**src/rtl/button_conditioner.sv**
```systemverilog
// Push-button front end: per-lane two-flop synchronizer, counter debouncer and
// a registered single-cycle pulse on every accepted press.
module button_conditioner #(
  parameter int WIDTH           = 3,
  parameter int DEBOUNCE_CYCLES = 50000,
  parameter bit ACTIVE_LOW      = 1'b1
) (
  input  logic             Clock,
  input  logic             Reset,
  input  logic [WIDTH-1:0] ButtonRaw,
  output logic [WIDTH-1:0] ButtonLevel,
  output logic [WIDTH-1:0] ButtonVector
);

  localparam int              CNT_W    = $clog2(DEBOUNCE_CYCLES);
  localparam logic [CNT_W-1:0] CNT_LAST = CNT_W'(DEBOUNCE_CYCLES - 1);

  logic [WIDTH-1:0] pressed;
  logic [WIDTH-1:0] s1_q, s2_q;
  logic [WIDTH-1:0] level_q, level_d;
  logic [WIDTH-1:0] pulse_q, pulse_d;
  logic [CNT_W-1:0] cnt_q [WIDTH];
  logic [CNT_W-1:0] cnt_d [WIDTH];

  assign pressed = ACTIVE_LOW ? ~ButtonRaw : ButtonRaw;

  // Any sample agreeing with the accepted level clears the count, so only an
  // unbroken run of DEBOUNCE_CYCLES disagreeing samples changes the level.
  always_comb begin
    level_d = level_q;
    pulse_d = '0;
    for (int i = 0; i < WIDTH; i++) begin
      cnt_d[i] = cnt_q[i];
      if (s2_q[i] == level_q[i]) begin
        cnt_d[i] = '0;
      end else if (cnt_q[i] == CNT_LAST) begin
        level_d[i] = s2_q[i];
        pulse_d[i] = s2_q[i];
        cnt_d[i]   = '0;
      end else begin
        cnt_d[i] = cnt_q[i] + 1'b1;
      end
    end
  end

  always_ff @(posedge Clock or posedge Reset) begin
    if (Reset) begin
      s1_q    <= '0;
      s2_q    <= '0;
      level_q <= '0;
      pulse_q <= '0;
      for (int i = 0; i < WIDTH; i++) begin
        cnt_q[i] <= '0;
      end
    end else begin
      s1_q    <= pressed;
      s2_q    <= s1_q;
      level_q <= level_d;
      pulse_q <= pulse_d;
      for (int i = 0; i < WIDTH; i++) begin
        cnt_q[i] <= cnt_d[i];
      end
    end
  end

  assign ButtonLevel  = level_q;
  assign ButtonVector = pulse_q;

endmodule

```
**config.mk**
```make
export PLATFORM = sky130hd
export DESIGN_NAME = button_conditioner
export DESIGN_NICKNAME = d
export VERILOG_FILES = /design/src/rtl/button_conditioner.sv
export SDC_FILE = /design/constraint.sdc
export NUM_CORES = 1
export LEC_CHECK = 0
export BUFFER_PORTS_ARGS = -buffer_cell sky130_fd_sc_hd__buf_2
export CAP_MARGIN = 10
export CORE_MARGIN = 8
export CORE_UTILIZATION = 61
export DETAILED_ROUTE_END_ITERATION = 7
export PLACE_DENSITY = 0.79
export SLEW_MARGIN = 40
export SYNTH_ARGS = -nofsm -noshare
export SYNTH_HDL_FRONTEND = slang
export SYNTH_SLANG_ARGS = --single-unit
```
**constraint.sdc**
```tcl
create_clock -name Clock -period 2.6 [get_ports Clock]
set_input_delay 0.52 -clock Clock [delete_from_list [all_inputs] [get_ports Clock]]
set_output_delay 0.52 -clock Clock [all_outputs]
set_load 0.01 [all_outputs]
```
==> impl_metrics.py, run 1 <==
metrics = {
    "run_status": {
        "outcome": "complete, no violations",
    },
    "timing": {
        "holdWs_ns": 0.3194,
        "timing.slew.headroom_pct": 52.09,
        "fin_tns_setup_ns": 0,
        "max_freq_mhz": 597.4,
        "period_share_pct": 64.38,
        "drv_slew": 0,
        "period_minus_slack_ns": 1.674,
        "hold_viol": 0,
        "setup_viol": 0,
        "skew_ns": 0.003444,
        "layout_setup_ws_ns": 0.9261,
        "worst_pin_slew_ns": 0.7186,
        "rsz0062_at_grt": "no",
    },
    "floorplan": {
        "dieWidth_um": 83.71,
        "die-area_mm2": 0.007007,
        "die_y_um": 83.71,
        "core_mm2": 0.004384,
        "ios": 11,
        "initial_core_util_pct": 63.78,
        "rows": 24,
    },
    "finish": {
        "drive_gt1_share_pct": 15.30,
        "fin_cells": 333,
        "num_antenna_cells": 0,
        "nNetsFinal": 286,
        "fill_cells": 323,
        "synthToLayoutAreaGrowth_pct": 9.306,
    },
    "yosys": {
        "synth_cells": 259,
        "seq_area_frac_synth_pct": 53.69,
        "synthTopCellsByArea": "dfrtp_1 54%, xnor2_1 12%, nor2_1 6.7%",
        "async_flop_share_pct": 100.0,
        "yosysUniqueCellTypes": 25,
        "yosys_warnings": 0,
        "synth-edff-count": 0,
        "synth_nets": 267,
        "synth_area_mm2": 0.002796,
        "synth_most_common_cell": "dfrtp_1",
        "post_synth.cell_area_avg_um2": 10.80,
        "ys_ff_latch": 60,
        "synth_ff_type": "dfrtp_1",
        "ys_top_cells_by_count": "60 x dfrtp_1, 50 x nor2_1, 37 x xnor2_1",
        "synth_top_area_cell": "dfrtp_1",
        "netlist.area_leader.share_pct": 53.69,
    },
    "global_route": {
        "grt_overflow": 0,
        "grt_pass1_wl_um": 8459,
        "grt_pass1_vias": 1836,
        "grt_usage_pct": 14.96,
        "grt_max_degree": 61,
        "antenna_found_initial": 0,
    },
    "route": {
        "wl_met3_um": 219,
        "ant_nets": 0,
        "routed_via_density": 5.520,
        "vias": 1838,
        "m1WireLength_um": 2254,
        "dr.max_layer_used": "met4",
        "finalWirelength_um": 4744,
        "drtPass1Iterations": 5,
        "drtIter0Drc": 120,
        "wl_per_cell_um": 14.25,
        "wl_met2_um": 2187,
        "route.detailed.drc": 0,
    },
    "critical_path": {
        "cp.buffers_inverters": 0,
        "critPathLaunchType": "flip-flop",
        "path_delay_family": "simple AND/OR/NAND/NOR gates",
        "cp-end-kind": "flip-flop",
        "cp_slowest_cell": "dfrtp_1",
        "crit_path_max_incr_delay_ns": 0.39,
        "path_cells": "ha_1, nand3_2, nand4b_1, nand2_2, nor2_1",
        "criticalPathCategory": "reg -> reg",
        "critical_path_required_ns": 2.81,
        "worstPathMaxFanout": 15,
        "worst-endpoint-arrival_ns": 1.89,
        "ff2ff_setup_slack_ns": 0.93,
    },
    "power": {
        "p_leak_nw": 1.284,
        "p_seq_share_pct": 54.0,
        "power_frac_comb_pct": 3.0,
        "switchingPower_mw": 0.3903,
        "peakVddDrop_mv": 0.3742,
        "finalPower_mw": 1.785,
        "pwr-share-clk_pct": 43.0,
        "switching_share_pct": 21.86,
        "intPower_mw": 1.395,
        "power-per-cell-area_mw_per_mm2": 584.1,
    },
    "placement": {
        "dp_slack_ns": 0.9235,
        "portBuffers": 10,
        "place_congestion": 0.7374,
        "placed_cells_incl_taps": 319,
        "hpwl_um": 3017,
    },
    "clocking": {
        "path_clk_slew_ns": 0.06,
        "cts_root_buf": "clkbuf_8",
        "cts_resized": 0,
        "h-tree-depth": 3,
        "postCtsHoldBufs": 0,
        "clk_latency_ns": 0.34,
        "numClockSinks": 60,
        "cts-buffers-inserted": 9,
        "cts_tree": "yes",
        "cts_buffer_depth": 2,
        "postCtsSetupBuffers": 0,
    },
    "min_path": {
        "min_path_type": "in -> reg",
    },
    "run": {
        "cap_viol_max_count": 0,
    },
}
## cells in the final DEF (no fill, tap or decap), drive strengths merged
cell type and n:
dfrtp 60, nor2 53, xnor2 37, nand3 17
inv 13, nor3 12, buf 11, clkbuf 11
nand4 11, nor4 11, nand2 10, xor2 8
nor4bb 5, and3 5, nor4b 3, nor3b 3
mux2 3, ha 3, clkinv 2, and4bb 1
nand4b 1, bufinv 1
## cells by family after synthesis
logic type               synth area share [%]
adder cells (fa/ha/maj)                 1.342
buffers and inverters                   2.953
flip-flops                              53.69
XOR/XNOR                                14.09
multiplexers                            1.208
AND/OR/NAND/NOR                         26.71
## routing by layer
layer | vias up | track usage (%)
met5 | - | 0
met1 | 877 | 17.28
met4 | 0 | 7.535
met3 | 14 | 7.031
met2 | 30 | 22.67
li1 | 917 | -
## per-stage QoR
stage / instance area [um2] / utilization [%]
after floorplan: 2796 / -
after global placement: 2885 / 65.81
after detailed placement: 2885 / 65.81
after CTS: 3057 / 69.72
after global routing: 3057 / 69.72
final: 3057 / 69.72
## flip-flops by register name, indices dropped and copies added (netlist names)
name	cells
s2_q	3
cnt_q	48
s1_q	3
ButtonVector	3
ButtonLevel	3
## area by class of cell
type                            instances  area, um2  share of cell area (%)
Sequential cell                        60       1501                   49.12
Multi-Input combinational cell        183       1212                   39.66
Tap cell                               52      65.06                   2.129
Clock inverter                          3      40.04                   1.310
Timing Repair Buffer                   11      57.56                   1.883
Clock buffer                           11      131.4                   4.298
Inverter                               13      48.80                   1.596
## path summary, 6_finish.rpt
| check | start | end | cells after the start |
|---|---|---|---|
| max | cnt_q[32] | cnt_q[41] | 5 |
| min | ButtonRaw[0] | s1_q[0] | 2 |
| max reg2reg | cnt_q[32] | cnt_q[41] | 5 |
| min reg2reg | s1_q[1] | s2_q[1] | 0 |
| max in group asynchronous | Reset | cnt_q[15] | 3 |
| min in group asynchronous | Reset | cnt_q[8] | 3 |
## power by group through the flow
stage	sequential [mW]	combinational (mW)	clock (mW)
after global placement	0.980	0.0561	0
after detailed placement	0.981	0.0559	0
after CTS	0.964	0.0565	0.792
final	0.964	0.0543	0.767
after floorplan	0.978	0.0460	0
after global routing	0.966	0.0648	0.829
Power figures use the tool's default switching activity.
==> inputs of run 2 (changes only) <==
==> constraint.sdc (replaced) <==
create_clock -name Clock -period 1.6 [get_ports Clock]
set_input_delay 0.32 -clock Clock [delete_from_list [all_inputs] [get_ports Clock]]
set_output_delay 0.32 -clock Clock [all_outputs]
set_load 0.01 [all_outputs]
==> impl_metrics.py, run 2 (synthesis results as in run 1) <==
metrics = {
    "timing": {
        "period_minus_slack_ns": 1.603,
        "period_share_pct": 100.2,
        "drv_slew": 0,
        "fin_tns_setup_ns": -0.003359,
        "setup_viol": 1,
        "timing.slew.headroom_pct": 69.16,
        "skew_ns": 0.01275,
        "hold_viol": 0,
        "max_freq_mhz": 623.7,
        "layout_setup_ws_ns": -0.003359,
        "worst_pin_slew_ns": 0.4610,
    },
    "floorplan": {
        "die-area_mm2": 0.007007,
        "ios": 11,
        "die_y_um": 83.71,
        "core_mm2": 0.004384,
        "rows": 24,
        "dieWidth_um": 83.71,
        "initial_core_util_pct": 63.78,
    },
    "global_route": {
        "grt_pass1_vias": 1977,
        "grt_usage_pct": 15.35,
        "antenna_found_initial": 0,
        "grt_pass1_wl_um": 8694,
        "grt_overflow": 0,
        "grt_max_degree": 61,
    },
    "finish": {
        "num_antenna_cells": 0,
        "final_common_cell": "dfrtp_1",
        "final-seq-area_mm2": 0.001501,
        "fin_util_pct": 78.00,
        "drive_gt1_share_pct": 26.20,
        "regMostFlops": "cnt_q",
        "fill_cells": 284,
        "nNetsFinal": 317,
        "largest_register_ff_count": 48,
        "synthToLayoutAreaGrowth_pct": 22.28,
        "layout_common_cells": "60 x dfrtp_1, 50 x nor2_1, 37 x xnor2_1",
        "fin_cells": 365,
        "multi_input_area_mm2": 0.001277,
    },
    "power": {
        "peakVddDrop_mv": 1.005,
        "finalPower_mw": 3.187,
        "p_leak_nw": 1.470,
        "power-per-cell-area_mw_per_mm2": 932.0,
    },
    "critical_path": {
        "cp-end-kind": "flip-flop",
        "worstPathMaxFanout": 4,
        "criticalPathCategory": "reg -> reg",
        "worst-endpoint-arrival_ns": 1.84,
        "critical_path_required_ns": 1.84,
        "ff2ff_setup_slack_ns": -0.003,
        "critPathLaunchType": "flip-flop",
    },
    "run_status": {
        "violations": "negative setup slack",
        "outcome": "finished with violations",
    },
    "route": {
        "wl_per_cell_um": 15.18,
        "drtIter0Drc": 149,
        "route.detailed.drc": 0,
        "finalWirelength_um": 5541,
        "drtPass1Iterations": 4,
        "vias": 2041,
        "ant_nets": 0,
        "routed_via_density": 5.592,
    },
    "clocking": {
        "cts-buffers-inserted": 9,
        "path_clk_slew_ns": 0.07,
        "cts_root_buf": "clkbuf_8",
        "cts_buffer_depth": 2,
        "postCtsHoldBufs": 0,
        "clk_latency_ns": 0.35,
        "h-tree-depth": 3,
        "cts_tree": "yes",
        "numClockSinks": 60,
    },
    "placement": {
        "placed_cells_incl_taps": 343,
        "hpwl_um": 3371,
        "dp_slack_ns": -0.00009293,
        "portBuffers": 10,
        "place_congestion": 0.7706,
    },
    "min_path": {
        "min_path_type": "in -> async",
    },
    "run": {
        "cap_viol_max_count": 0,
    },
}
## run 2: changes by cell type in the layout (fill, tap and decap cells not counted), sizes merged
| cell | change |
|---|---|
| buf | +30 |
| bufinv | +1 |
| clkinvlp | +1 |
| inv | -1 |
| nand2 | +1 |
## run 2: stage by stage
stage | hold WS (ns) | cell area [um2]
floorplan | 0.3312 | 2800
global placement | 0.3318 | 3094
detailed placement | 0.3364 | 3094
CTS | 0.05453 | 3314
global route | 0.06498 | 3420
finish | 0.03889 | 3420
## run 2: worst paths after layout
check / to / startpoint / cells past startpoint
setup / recovery: ButtonVector[1] / cnt_q[16] / 5
hold / removal: cnt_q[10] / Reset / 3
setup reg to reg: ButtonVector[1] / cnt_q[16] / 5
hold reg to reg: s2_q[1] / s1_q[1] / 0
max in group asynchronous: cnt_q[46] / Reset / 3
min in group Clock: s1_q[0] / ButtonRaw[0] / 2
## run 2: cell type report
class                      count  area share, %
sequential                    60          43.91
multi-input combinational    184          37.36
timing repair buffer          41          9.001
clock buffer                  11          4.135
clock inverter                 4          2.159
tap                           52          1.903
inverter                      13          1.537
## run 2: report_power, final
| part | leakage (nW) | total, mW | switching [mW] | internal, mW |
|---|---|---|---|---|
| combinational | 0.543 | 0.128 | 0.0753 | 0.0526 |
| sequential | 0.817 | 1.57 | 0.0253 | 1.54 |
| clock | 0.109 | 1.49 | 0.580 | 0.911 |
## run 2: critical path: stages (launching register included)
cell     delay, ns
dfrtp_1       0.40
ha_2          0.23
and3_4        0.21
nand4_1       0.19
buf_4         0.21
nor3b_1       0.25
## run 2: metal layers
metal / track usage (%) / wire length [um] / share of wire, % / vias to the layer above
li1: - / - / - / 983
met1: 17.57 / 2408 / 43 / 995
met2: 24.07 / 2783 / 50 / 48
met3: 4.688 / 210 / 3.8 / 15
met4: 10.36 / 140 / 2.5 / 0
met5: 0 / 0 / 0 / -
## run 2: repair_timing
action,in CTS,in global routing
resized for setup,1,10
setup buffers,0,6
setup endpoints to repair,14,48
gates cloned,0,1
pin swaps,0,5
